### src/rtl/placement_index_pipe.sv
// placement_index_pipe: two-stage placement-coordinate generator.
// Stage 1 looks up the strip's Y base, forms X and the strike causes.
// Stage 2 is the valid/ready output register.
// Optional feature macro: PLACE_IDX_STATS_EN adds the placed/struck counters.
module placement_index_pipe #(
  parameter int ID_W         = 4,
  parameter int COORD_W      = 8,
  parameter int NUM_STRIPS   = 13,
  parameter int GRID_W       = 128,
  parameter int STRIKE_COORD = 128
) (
  input  logic               clk,
  input  logic               rst_n,
  input  logic               in_valid,
  output logic               in_ready,
  input  logic [ID_W-1:0]    strip_id_in,
  input  logic [COORD_W-1:0] occupied_width_in,
  input  logic [COORD_W-1:0] prog_width_in,
  input  logic               strike_flag_in,
  input  logic               cfg_we,
  input  logic [ID_W-1:0]    cfg_addr,
  input  logic [COORD_W-1:0] cfg_data,
  output logic               out_valid,
  input  logic               out_ready,
  output logic [COORD_W-1:0] x_out,
  output logic [COORD_W-1:0] y_out,
  output logic               strike_out,
`ifdef PLACE_IDX_STATS_EN
  output logic [15:0]        placed_cnt,
  output logic [15:0]        strike_cnt,
`endif
  output logic [2:0]         strike_cause
);

  localparam int                 TAB_N      = 1 << ID_W;
  localparam logic [COORD_W+1:0] GRID_LIM   = (COORD_W+2)'(GRID_W);
  localparam logic [ID_W-1:0]    MAX_ID     = ID_W'(NUM_STRIPS);
  localparam logic [COORD_W-1:0] STRIKE_VAL = COORD_W'(STRIKE_COORD);

  // Power-on Y base for each strip; unlisted strips sit at row 0.
  function automatic logic [COORD_W-1:0] reset_y(input int idx);
    int v;
    case (idx)
      2:       v = 8;
      3:       v = 16;
      4:       v = 25;
      5:       v = 32;
      6:       v = 42;
      7:       v = 48;
      8:       v = 59;
      9:       v = 64;
      10:      v = 76;
      11:      v = 80;
      12:      v = 96;
      13:      v = 112;
      default: v = 0;
    endcase
    return COORD_W'(v);
  endfunction

  logic [COORD_W-1:0] ytab_q [TAB_N];
  logic [COORD_W-1:0] ytab_d [TAB_N];

  logic               s1_valid_q, s1_valid_d;
  logic [COORD_W-1:0] s1_x_q, s1_x_d;
  logic [COORD_W-1:0] s1_y_q, s1_y_d;
  logic [2:0]         s1_cause_q, s1_cause_d;

  logic               out_valid_q, out_valid_d;
  logic [COORD_W-1:0] x_out_q, x_out_d;
  logic [COORD_W-1:0] y_out_q, y_out_d;
  logic               strike_q, strike_d;
  logic [2:0]         cause_q, cause_d;

  logic               s2_load;
  logic [COORD_W+1:0] width_sum;
  logic               bad_id;

  // S2 frees up when empty or draining; S1 may refill whenever it empties or moves on.
  assign s2_load   = !out_valid_q || out_ready;
  assign in_ready  = !s1_valid_q || s2_load;
  assign width_sum = {2'b00, occupied_width_in} + {2'b00, prog_width_in};
  assign bad_id    = (strip_id_in == '0) || (strip_id_in > MAX_ID);

  // Y table update: only real strip IDs are writable.
  always_comb begin
    ytab_d = ytab_q;
    if (cfg_we && (cfg_addr != '0) && (cfg_addr <= MAX_ID)) begin
      ytab_d[cfg_addr] = cfg_data;
    end
  end

  // Stage 1: capture request, table lookup (pre-write value) and cause flags.
  always_comb begin
    s1_valid_d = s1_valid_q;
    s1_x_d     = s1_x_q;
    s1_y_d     = s1_y_q;
    s1_cause_d = s1_cause_q;
    if (in_ready) begin
      s1_valid_d = in_valid;
      if (in_valid) begin
        s1_x_d     = occupied_width_in + COORD_W'(1);
        s1_y_d     = ytab_q[strip_id_in];
        s1_cause_d = {(width_sum > GRID_LIM), bad_id, strike_flag_in};
      end
    end
  end

  // Stage 2: output register, struck requests get the strike coordinate on both axes.
  always_comb begin
    out_valid_d = out_valid_q;
    x_out_d     = x_out_q;
    y_out_d     = y_out_q;
    strike_d    = strike_q;
    cause_d     = cause_q;
    if (s2_load) begin
      out_valid_d = s1_valid_q;
      if (s1_valid_q) begin
        cause_d = s1_cause_q;
        if (|s1_cause_q) begin
          x_out_d  = STRIKE_VAL;
          y_out_d  = STRIKE_VAL;
          strike_d = 1'b1;
        end else begin
          x_out_d  = s1_x_q;
          y_out_d  = s1_y_q;
          strike_d = 1'b0;
        end
      end
    end
  end

  // Pipeline and table registers; reset flushes in-flight work and restores the table.
  always_ff @(posedge clk) begin
    if (!rst_n) begin
      for (int i = 0; i < TAB_N; i++) begin
        ytab_q[i] <= reset_y(i);
      end
      s1_valid_q  <= 1'b0;
      s1_x_q      <= '0;
      s1_y_q      <= '0;
      s1_cause_q  <= '0;
      out_valid_q <= 1'b0;
      x_out_q     <= '0;
      y_out_q     <= '0;
      strike_q    <= 1'b0;
      cause_q     <= '0;
    end else begin
      ytab_q      <= ytab_d;
      s1_valid_q  <= s1_valid_d;
      s1_x_q      <= s1_x_d;
      s1_y_q      <= s1_y_d;
      s1_cause_q  <= s1_cause_d;
      out_valid_q <= out_valid_d;
      x_out_q     <= x_out_d;
      y_out_q     <= y_out_d;
      strike_q    <= strike_d;
      cause_q     <= cause_d;
    end
  end

  assign out_valid    = out_valid_q;
  assign x_out        = x_out_q;
  assign y_out        = y_out_q;
  assign strike_out   = strike_q;
  assign strike_cause = cause_q;

`ifdef PLACE_IDX_STATS_EN
  logic [15:0] placed_cnt_q, placed_cnt_d;
  logic [15:0] strike_cnt_q, strike_cnt_d;

  // Count delivered results by outcome, saturating at all-ones.
  always_comb begin
    placed_cnt_d = placed_cnt_q;
    strike_cnt_d = strike_cnt_q;
    if (out_valid_q && out_ready) begin
      if (strike_q) begin
        if (strike_cnt_q != 16'hFFFF) strike_cnt_d = strike_cnt_q + 16'd1;
      end else begin
        if (placed_cnt_q != 16'hFFFF) placed_cnt_d = placed_cnt_q + 16'd1;
      end
    end
  end

  // Counter registers.
  always_ff @(posedge clk) begin
    if (!rst_n) begin
      placed_cnt_q <= '0;
      strike_cnt_q <= '0;
    end else begin
      placed_cnt_q <= placed_cnt_d;
      strike_cnt_q <= strike_cnt_d;
    end
  end

  assign placed_cnt = placed_cnt_q;
  assign strike_cnt = strike_cnt_q;
`endif

endmodule

### config.mk
export PLATFORM = sky130hd
export DESIGN_NAME = placement_index_pipe
export DESIGN_NICKNAME = d
export VERILOG_FILES = /design/src/rtl/placement_index_pipe.sv
export SDC_FILE = /design/constraint.sdc
export NUM_CORES = 1
export LEC_CHECK = 0
export BUFFER_PORTS_ARGS = -buffer_cell sky130_fd_sc_hd__buf_2
export CELL_PAD_IN_SITES_DETAIL_PLACEMENT = 0
export CELL_PAD_IN_SITES_GLOBAL_PLACEMENT = 2
export CORE_ASPECT_RATIO = 0.6
export CORE_MARGIN = 2
export CORE_UTILIZATION = 36
export CTS_CLUSTER_DIAMETER = 100
export CTS_CLUSTER_SIZE = 30
export DETAILED_ROUTE_END_ITERATION = 10
export PLACE_DENSITY_LB_ADDON = 0.15
export SLEW_MARGIN = 20
export SYNTH_ARGS = -nofsm -noshare
export SYNTH_HDL_FRONTEND = slang
export SYNTH_SLANG_ARGS = --single-unit
### constraint.sdc
create_clock -name clk -period 1.83 [get_ports clk]
set_clock_uncertainty 0.15 [all_clocks]
set_input_delay 0 -clock clk [delete_from_list [all_inputs] [get_ports clk]]
set_output_delay 0 -clock clk [all_outputs]
set_load 0.01 [all_outputs]
==> metrics.md, run 1 <==
| Metric | Value |
|---|---|
| Outcome | finished clean |
| Fin area | 8890 um2 |
| Share of synthesized area occupied by flip-flops and latches | 46.35% |
| Clock Sink Count | 169 |
| Period Utilization, post-route | 97.79% |
| Final ANT Viol Nets | 0 |
| Filler Cell Count | 1,911 |
| Clock H-tree levels | 4 |
| Count of state elements after synthesis | 169 |
| Util after Layout | 44.63% |
| Total count of hold-check failures in the final report | 0 |
| Final weighted congestion of routability-driven global placement | 0.8097 |
| Layout Nets | 811 |
| Overall Global Routing Usage | 19.21% |
| Synthesized area per cell | 10.86 um2 |
| Cell at the root of the clock tree | sky130_fd_sc_hd__clkbuf_16 |
| Later-pin clock latency in the skew report | 0.43 ns |
| Synth top area cells | sky130_fd_sc_hd__dfxtp_1 (46%), sky130_fd_sc_hd__mux2i_1 (15%), sky130_fd_sc_hd__mux4_2 (8.3%), sky130_fd_sc_hd__nor2_1 (5.4%), sky130_fd_sc_hd__mux4_1 (4.0%) |
| Commonest register cell after synthesis | sky130_fd_sc_hd__dfxtp_1 |
| Worst VDD drop | 0.0006596 V |
| Share of synthesized flip-flops with an asynchronous set or reset | 0% |
| Leading cell type in the layout, fill and taps excluded | sky130_fd_sc_hd__dfxtp_1 |
| Routed len/inst | 18.90 um |
| Ordered list of cells on the worst path | mux4_4 -> mux4_2 -> nand2_1 -> o21ai_1 |
| Via count normalized by instance count | 5.039 |
| Max capacitance violation total | 0 |
| Detailed Route WL | 19,810 um |
| Placed cell area | 8044 um2 |
| Number of antenna diodes | 0 |
| Register-to-Register Setup Slack | 0.04 ns |
| Commonest non-fill, non-tap cells in the layout | sky130_fd_sc_hd__dfxtp_1 (169), sky130_fd_sc_hd__mux2i_1 (106), sky130_fd_sc_hd__nor2_1 (105) |
| Placed wire-length estimate | 13,310 um |
| Crit path from | ytab_q[65] |
| Static Leak | 3.682 nW |
| CTS Buffer Depth | 2 |
| Post-layout minimum cycle time | 1.790 ns |
| Source of the worst hold timing path | strip_id_in[2] |
| Remaining routing DRC violations | 0 |
| Detailed Routing Iterations Pass 1 | 4 |
| Die area | 21,470 um2 |
| DIE HEIGHT | 114.3 um |
| Cts bufs inserted | 17 |
| Clock tree from TritonCTS | built |
| Gate Count Post-Synth | 672 |
| Largest fanout on the critical path | 2 |
| Post-synth design cell area | 7300 um2 |
| Routed vias | 5,281 |
| Starting DRC count in detailed routing | 264 |
| Count of buffers inserted at the top-level ports | 59 |
| Setup repair after global routing missed its margin | no |
| I/O pin total | 60 |
| Class of the tightest hold or removal check | primary input to flip-flop |
| Hold Path Depth | 3 |
| Area leader, netlist | sky130_fd_sc_hd__dfxtp_1 |
| Slew Limit Fails | 0 |
| Crit end category | flip-flop |
| Worst-path clk slew | 0.06 ns |
| Ys Warns | 0 |
| Die Width | 187.8 um |
| Power per cell area | 924.4 nW/um2 |
| Worst r2r path cells | 4 |
| Maximum number of pins on one net before global-route repair | 108 |
| Relative slew slack | 63.72% |
| Synthesized net count | 720 |
| Unique masters post-synth | 50 |
| Growth of design area from synthesis to finish | 21.79% |
| Core area | 19,920 um2 |
| Reg-to-reg startpoint | ytab_q[65] |
| Yosys top cell area share | 46.35% |
| Cell at the slowest stage of the critical path | sky130_fd_sc_hd__mux4_4 |
| Fraction of layout instances using a drive strength above 1 | 21.94% |
| Least-Margin Pin Slew | 0.5442 ns |
| Global-route wire length before repair | 30,730 um |
| Max stage delay on crit path | 0.60 ns |
| Worst r2r dst | s1_y_q[1] |
| Number of antenna violations at the first check in global routing | 0 |
| Endpoint arrival time on the critical path | 1.96 ns |
| Standard-cell rows | 40 |
| Global route total overflow | 0 |
| Maximum clock frequency | 558.8 MHz |
| Hold endpoint | s1_cause_q[1] |
| Data required time at the worst endpoint | 2.00 ns |
| Critical path startpoint category | flip-flop |
| Number of global-route vias before repair | 5,206 |
| Initial Utilization | 36.65% |
| Type of the worst setup path | flip-flop to flip-flop |
| Count of flip-flops with a built-in enable after synthesis | 0 |
| Final setup viols | 0 |
==> area by class of cell <==
cell class / instances / area [um2] / area share [%]
well taps: 273 / 341.6 / 3.842
repair buffers: 120 / 885.9 / 9.965
clock inverters: 7 / 90.09 / 1.013
inverters: 10 / 37.54 / 0.4222
flip-flops and latches: 169 / 3383 / 38.06
multi-input cells: 445 / 3650 / 41.06
clock buffers: 24 / 501.7 / 5.644
==> metrics by stage <==
stage | total power [W] | std cells | setup slack (ns) | hold slack (ns) | setup TNS (ns)
finish | 0.008218 | 1048 | 0.04042 | 0.009301 | 0
global placement | 0.004613 | 994 | -0.1888 | 0.1020 | -0.3572
detailed placement | 0.004620 | 994 | -0.2393 | 0.1199 | -0.4438
global route | 0.008534 | 1048 | 0.004402 | 0.02449 | 0
CTS | 0.008301 | 1048 | 0.01855 | 0.004493 | 0
floorplan | 0.004336 | 672 | 0.01559 | -0.05439 | 0
==> worst max-delay path by stage <==
stage                               end  slack, ns
after global routing          s1_y_q[1]      0.004
after detailed placement  s1_cause_q[2]      -0.24
after CTS                     s1_y_q[1]       0.02
after global placement    s1_cause_q[2]      -0.19
after floorplan           s1_cause_q[2]       0.02
final                         s1_y_q[1]       0.04
==> per-layer routing <==
| layer | vias to the layer above | share of wire [%] | GRT usage [%] | wire length [um] |
|---|---|---|---|---|
| li1 | 2552 | - | - | - |
| met1 | 2620 | 53 | 29.08 | 10470 |
| met2 | 96 | 42 | 27.63 | 8254 |
| met3 | 13 | 4.6 | 4.229 | 913 |
| met4 | 0 | 0.83 | 4.619 | 164 |
| met5 | - | 0 | 0 | 0 |
==> synthesized netlist by cell type, drive strengths merged, types with 9 or more instances <==
cell type and instances:
nand2 53, mux2i 106, dfxtp 169, mux4 40, a22oi 15, o21ai 11
a211oi 10, ha 9, a21oi 10, and2 26, buf 15, inv 10
clkbuf 33, nor2 112
==> critical path, delay by kind of cell (launching register included) <==
family          cells  cell delay, ns
mux                 2            1.08
flops               1            0.31
simple gates        1            0.08
compound gates      1            0.05
==> cell families after synthesis <==
logic type	share of synthesized area, %
XOR/XNOR	0.9598
multiplexers	27.51
AND/OR/NAND/NOR	13.71
buffers and inverters	4.011
AO/OA/AOI/OAI	5.639
adder cells (fa/ha/maj)	1.817
flip-flops	46.35
==> flip-flops by register name (all words and copies together), names as in the netlist <==
name	cells
out_valid	1
s1_cause_q	3
s1_valid_q	1
s1_x_q	8
s1_y_q	8
strike_cause	3
strike_out	1
x_out	8
y_out	8
ytab_q	128
==> power by group <==
| part | leakage (nW) | internal (W) | switching, W |
|---|---|---|---|
| clock | 0.288 | 0.00218 | 0.00145 |
| combinational | 2.03 | 0.000360 | 0.000433 |
| sequential | 1.37 | 0.00375 | 0.0000442 |
| total | 3.68 | 0.00629 | 0.00193 |
==> timing repair <==
item,CTS,global route
hold endpoints to repair,130,0
setup buffers,0,0
resized for setup,0,3
setup endpoints to repair,0,2
hold buffers,23,0
(Power assumes the default switching activity.)
==> run 2, diff against run 1 <==
CORE_ASPECT_RATIO = unset   (was 0.6)
==> metrics.md, run 2 (synthesized netlist as in run 1, its figures left out) <==
| Metric | Value |
|---|---|
| Outcome | finished clean |
| Total area of multi-input combinational cells | 3659 um2 (+0.24%) |
| Number of antenna violations at the first check in global routing | 0 (unchanged) |
| Maximum number of pins on one net before global-route repair | 79 (-27%) |
| Core area | 20,040 um2 (+0.60%) |
| Remaining routing DRC violations | 0 (unchanged) |
| Static Leak | 3.683 nW (about the same) |
| Final ANT Viol Nets | 0 (unchanged) |
| Layout Nets | 816 (+0.62%) |
| Register name with the most flops | ytab_q |
| Ordered list of cells on the worst path | mux4_4 -> mux4_2 -> nand2_2 -> o21ai_2 |
| Routed len/inst | 16.96 um (-10%) |
| Number of antenna diodes | 0 (unchanged) |
| Largest fanout on the critical path | 2 (unchanged) |
| Worst VDD drop | 0.0006283 V (-4.7%) |
| Data required time at the worst endpoint | 2.00 ns (about the same) |
| Class of the tightest hold or removal check | primary input to flip-flop |
| Filler Cell Count | 1,935 (+1.3%) |
| Cts bufs inserted | 17 (unchanged) |
| Worst-path clk slew | 0.07 ns (about the same) |
| Least-Margin Pin Slew | 0.6515 ns (+0.1073 ns) |
| Critical path startpoint category | flip-flop |
| Setup tns final | 0 ns (unchanged) |
| Clock tree from TritonCTS | built |
| Cell at the slowest stage of the critical path | sky130_fd_sc_hd__mux4_4 |
| Count of buffers inserted at the top-level ports | 59 (unchanged) |
| Clock Sink Count | 169 (unchanged) |
| Layer carrying the most global-route usage | met2 |
| Maximum clock frequency | 551.9 MHz (-1.2%) |
| Period Utilization, post-route | 99.01% (+1.2 points) |
| Growth of design area from synthesis to finish | 22.03% |
| Starting DRC count in detailed routing | 312 (+18%) |
| Setup bufs post-CTS | 0 (unchanged) |
| CTS Buffer Depth | 2 (unchanged) |
| Later-pin clock latency in the skew report | 0.43 ns (about the same) |
| Final std cells w/o fill | 1,049 (+0.095%) |
| DIE HEIGHT | 146.4 um (+28%) |
| Detailed Route WL | 17,790 um (-10%) |
| Die area | 21,430 um2 (-0.17%) |
| Register area | 3385 um2 (about the same) |
| Clock H-tree levels | 4 (unchanged) |
| Cell total after placement | 994 (unchanged) |
| Via count normalized by instance count | 4.915 (-2.5%) |
| Relative slew slack | 56.57% (-7.2 points) |
| Cell at the root of the clock tree | sky130_fd_sc_hd__clkbuf_16 |
| Number of global-route vias before repair | 5,343 (+2.6%) |
| Detailed Routing Iterations Pass 1 | 4 (unchanged) |
| Max stage delay on crit path | 0.58 ns (-0.02 ns) |
| Routed vias | 5,156 (-2.4%) |
| Placed wire-length estimate | 12,310 um (-7.5%) |
| Global route total overflow | 0 (unchanged) |
| Setup repair after global routing missed its margin | yes |
| Commonest non-fill, non-tap cells in the layout | sky130_fd_sc_hd__dfxtp_1 (168), sky130_fd_sc_hd__mux2i_1 (106), sky130_fd_sc_hd__nor2_1 (104) |
| Die Width | 146.4 um (-22%) |
| Standard-cell rows | 52 (+30%) |
| Final weighted congestion of routability-driven global placement | 0.7911 (-2.3%) |
| Total count of hold-check failures in the final report | 0 (unchanged) |
| Met1 Use GR | 23.78% (-5.3 points) |
| Max capacitance violation total | 0 (unchanged) |
| Initial Utilization | 36.43% (-0.22 points) |
| Leading cell type in the layout, fill and taps excluded | sky130_fd_sc_hd__dfxtp_1 |
| Overall Global Routing Usage | 17.64% (-1.6 points) |
| Max FFs per register | 128 (unchanged) |
| Global-route wire length before repair | 29,610 um (-3.7%) |
| Grt met2 use | 29.25% (+1.6 points) |
| Fraction of layout instances using a drive strength above 1 | 22.85% (+0.91 points) |
| Final setup viols | 0 (unchanged) |
| Post-layout minimum cycle time | 1.812 ns (+0.02230 ns) |
| Fin Hold WS | 0.02674 ns (+0.01744 ns) |
| I/O pin total | 60 (unchanged) |
| Slew Limit Fails | 0 (unchanged) |
| Type of the worst setup path | flip-flop to flip-flop |
| Crit end category | flip-flop |
| Global-route track usage on met3 | 3.281% (-0.95 points) |
| Endpoint arrival time on the critical path | 1.99 ns (+0.03 ns) |
| Power per cell area | 923.8 nW/um2 (about the same) |
run 2: area by class of cell:
| cell class | count | area share, % |
|---|---|---|
| Multi-Input combinational cell | 445 | 41.07 |
| Clock buffer | 17 | 4.776 |
| Clock inverter | 13 | 1.938 |
| Sequential cell | 169 | 38.00 |
| Inverter | 10 | 0.4214 |
| Tap cell | 270 | 3.793 |
| Timing Repair Buffer | 125 | 10.00 |
run 2: worst paths after layout:
check,startpoint,end,slack (ns),cells past startpoint
setup / recovery,ytab_q[65],s1_y_q[1],0.02,4
hold / removal,occupied_width_in[4],s1_x_q[7],0.03,6
hold reg to reg,s1_x_q[7],x_out[7],0.29,2
setup reg to reg,ytab_q[65],s1_y_q[1],0.02,4
run 2: critical path: cells and delay by family (launching register included):
family | cells | cell delay, ns
multiplexers | 2 | 1.08
flip-flops | 1 | 0.32
AND/OR/NAND/NOR | 1 | 0.10
AO/OA/AOI/OAI | 1 | 0.05
run 2: report_power, final:
part / internal, W / switching (W) / total [W]
clock: 0.00215 / 0.00152 / 0.00367
combinational: 0.000356 / 0.000410 / 0.000766
sequential: 0.00375 / 0.0000414 / 0.00379
total: 0.00625 / 0.00198 / 0.00823
run 2: routing by layer:
metal,part of all wire [%],vias up
met5,0,-
met1,49,2488
met4,1.0,0
met2,47,90
li1,-,2567
met3,3.2,11
run 2: metrics by stage:
step	power (W)	instance area, um2	setup slack [ns]	util, %
floorplan	0.004336	7302	0.01559	-
global placement	0.004583	8025	-0.1775	40.05
detailed placement	0.004590	8025	-0.1799	40.05
CTS	0.008313	8874	0.01336	44.28
global route	0.008574	8907	-0.01503	44.45
finish	0.008229	8907	0.01812	44.45
run 2: timing repair:
action,in CTS,in global routing
setup endpoints to repair,0,3
hold buffers,25,0
endpoints found under the hold margin,122,0
gates resized for setup,0,7
==> run 3, diff against run 2 <==
CELL_PAD_IN_SITES_DETAIL_PLACEMENT = unset   (was 0)
CELL_PAD_IN_SITES_GLOBAL_PLACEMENT = unset   (was 2)
CORE_UTILIZATION = 50   (was 36)
PLACE_DENSITY = 0.73   (was unset)
PLACE_DENSITY_LB_ADDON = unset   (was 0.15)
==> metrics.md, run 3 (synthesized netlist as in run 1, its figures left out) <==
| Metric | Value |
|---|---|
| Outcome | finished clean |
| Least-Margin Pin Slew | 0.6429 ns (-0.008507 ns) |
| Clock tree from TritonCTS | built |
| CTS Buffer Depth | 2 (unchanged) |
| Number of antenna violations at the first check in global routing | 0 (unchanged) |
| Filler Cell Count | 1,136 (-41%) |
| Commonest non-fill, non-tap cells in the layout | sky130_fd_sc_hd__dfxtp_1 (168), sky130_fd_sc_hd__mux2i_1 (106), sky130_fd_sc_hd__nor2_1 (104) |
| Max capacitance violation total | 0 (unchanged) |
| Worst-path clk slew | 0.06 ns (about the same) |
| Placed wire-length estimate | 11,410 um (-7.4%) |
| Ordered list of cells on the worst path | mux4_4 -> mux4_2 -> nand2_1 -> o21ai_1 |
| Worst VDD drop | 0.0009723 V (+55%) |
| I/O pin total | 60 (unchanged) |
| Fraction of layout instances using a drive strength above 1 | 22.44% (-0.41 points) |
| Routed len/inst | 17.86 um (+5.3%) |
| Class of the tightest hold or removal check | primary input to flip-flop |
| Later-pin clock latency in the skew report | 0.43 ns (about the same) |
| Critical path startpoint category | flip-flop |
| Die Width | 124.8 um (-15%) |
| Hold Path Depth | 4 (-2) |
| Data required time at the worst endpoint | 2.00 ns (about the same) |
| Cell at the root of the clock tree | sky130_fd_sc_hd__clkbuf_16 |
| Crit path max-delay family | multiplexers |
| Detailed Routing Iterations Pass 1 | 5 (+1) |
| Growth of design area from synthesis to finish | 22.83% |
| Final setup viols | 0 (unchanged) |
| Fin area | 8966 um2 (+0.66%) |
| Endpoint arrival time on the critical path | 1.97 ns (-0.02 ns) |
| Initial Utilization | 50.61% (+14 points) |
| Layout Nets | 815 (-0.12%) |
| Register area | 3385 um2 (unchanged) |
| Placed cell area | 7925 um2 (-1.2%) |
| Max FFs per register | 128 (unchanged) |
| Maximum number of pins on one net before global-route repair | 49 (-38%) |
| Worst-case setup slack after placement | -0.1916 ns (-0.01161 ns) |
| Global-route track usage on met3 | 5.885% (+2.6 points) |
| DIE HEIGHT | 124.8 um (-15%) |
| Cell at the slowest stage of the critical path | sky130_fd_sc_hd__mux4_4 |
| Global route total overflow | 0 (unchanged) |
| Grt met2 use | 37.61% (+8.4 points) |
| Post-layout minimum cycle time | 1.796 ns (-0.01598 ns) |
| Maximum clock frequency | 556.8 MHz (+0.89%) |
| Final ANT Viol Nets | 0 (unchanged) |
| Worst r2r path cells | 4 (unchanged) |
| Number of antenna diodes | 0 (unchanged) |
| Worst Setup Slack, final | 0.03410 ns (+0.01598 ns) |
| Relative slew slack | 57.14% (+0.57 points) |
| Clock Sink Count | 169 (unchanged) |
| Type of the worst setup path | flip-flop to flip-flop |
| Count of buffers inserted at the top-level ports | 59 (unchanged) |
| Power per cell area | 995.1 nW/um2 (+7.7%) |
| Final weighted congestion of routability-driven global placement | 0.9016 (+14%) |
| Buffer and inverter count on the worst path | 0 (unchanged) |
| Standard-cell rows | 44 (-15%) |
| Via count normalized by instance count | 5.601 (+14%) |
| Largest fanout on the critical path | 2 (unchanged) |
| Crit end category | flip-flop |
| Remaining routing DRC violations | 0 (unchanged) |
| Cts bufs inserted | 17 (unchanged) |
| Period Utilization, post-route | 98.14% (-0.87 points) |
| Total count of hold-check failures in the final report | 0 (unchanged) |
| Die area | 15,580 um2 (-27%) |
| Overall Global Routing Usage | 22.68% (+5.0 points) |
| Setup repair after global routing missed its margin | yes |
| Detailed Route WL | 17,220 um (-3.2%) |
| Leading cell type in the layout, fill and taps excluded | sky130_fd_sc_hd__dfxtp_1 |
| Total area of multi-input combinational cells | 3664 um2 (+0.14%) |
| Static Leak | 3.755 nW (+2.0%) |
| Register name with the most flops | ytab_q |
| Number of global-route vias before repair | 5,515 (+3.2%) |
| Setup tns final | 0 ns (unchanged) |
| Layer carrying the most global-route usage | met2 |
| Routed vias | 5,399 (+4.7%) |
| Critical path depth in cells | 4 (unchanged) |
| Global-route wire length before repair | 28,170 um (-4.8%) |
| Power consumption | 0.008922 W (+8.4%) |
| Core area | 14,420 um2 (-28%) |
| Slew Limit Fails | 0 (unchanged) |
| Clock H-tree levels | 4 (unchanged) |
| Starting DRC count in detailed routing | 428 (+37%) |
| Max stage delay on crit path | 0.58 ns (about the same) |
| Met1 Use GR | 28.65% (+4.9 points) |
==> run 3: layout make-up <==
type | instances | share of cell area, %
clock inverter | 15 | 3.293
tap | 184 | 2.568
multi-input combinational | 445 | 40.86
sequential | 169 | 37.75
inverter | 10 | 0.4326
timing repair buffer | 124 | 10.35
clock buffer | 17 | 4.745
==> run 3: layer usage <==
| layer | up-vias | wire length (um) |
|---|---|---|
| met5 | - | 0 |
| met4 | 0 | 318 |
| met3 | 34 | 842 |
| met2 | 152 | 8441 |
| met1 | 2641 | 7619 |
| li1 | 2572 | - |
==> run 3: report_power, final <==
group          internal, W  switching (W)
logic             0.000367       0.000419
clock network      0.00284        0.00150
registers          0.00375      0.0000408
==> run 3: per-stage QoR <==
step	hold WS (ns)	util, %	instances
CTS	0.005100	61.88	964
floorplan	-0.05439	-	672
finish	0.02006	62.16	964
global placement	0.1065	54.94	904
detailed placement	0.1231	54.94	904
global route	0.03504	62.16	964
==> run 3: what timing repair did <==
item,4_1_cts,5_1_grt
setup buffers,0,0
endpoints found under the hold margin,133,0
setup endpoints to repair,0,4
hold buffers,28,0
gates resized for setup,0,9
==> run 3: final timing paths <==
kind / slack [ns] / to / start
max: 0.03 / s1_y_q[1] / ytab_q[65]
min: 0.02 / ytab_q[56] / cfg_addr[3]
max reg2reg: 0.03 / s1_y_q[1] / ytab_q[65]
min reg2reg: 0.30 / s1_y_q[2] / s1_y_q[2]
==> run 3: worst reg2reg max path: cells and delay by family, from the launching register on <==
kind	cells	cell delay, ns
compound gates	1	0.06
flops	1	0.32
mux	2	1.08
simple gates	1	0.08
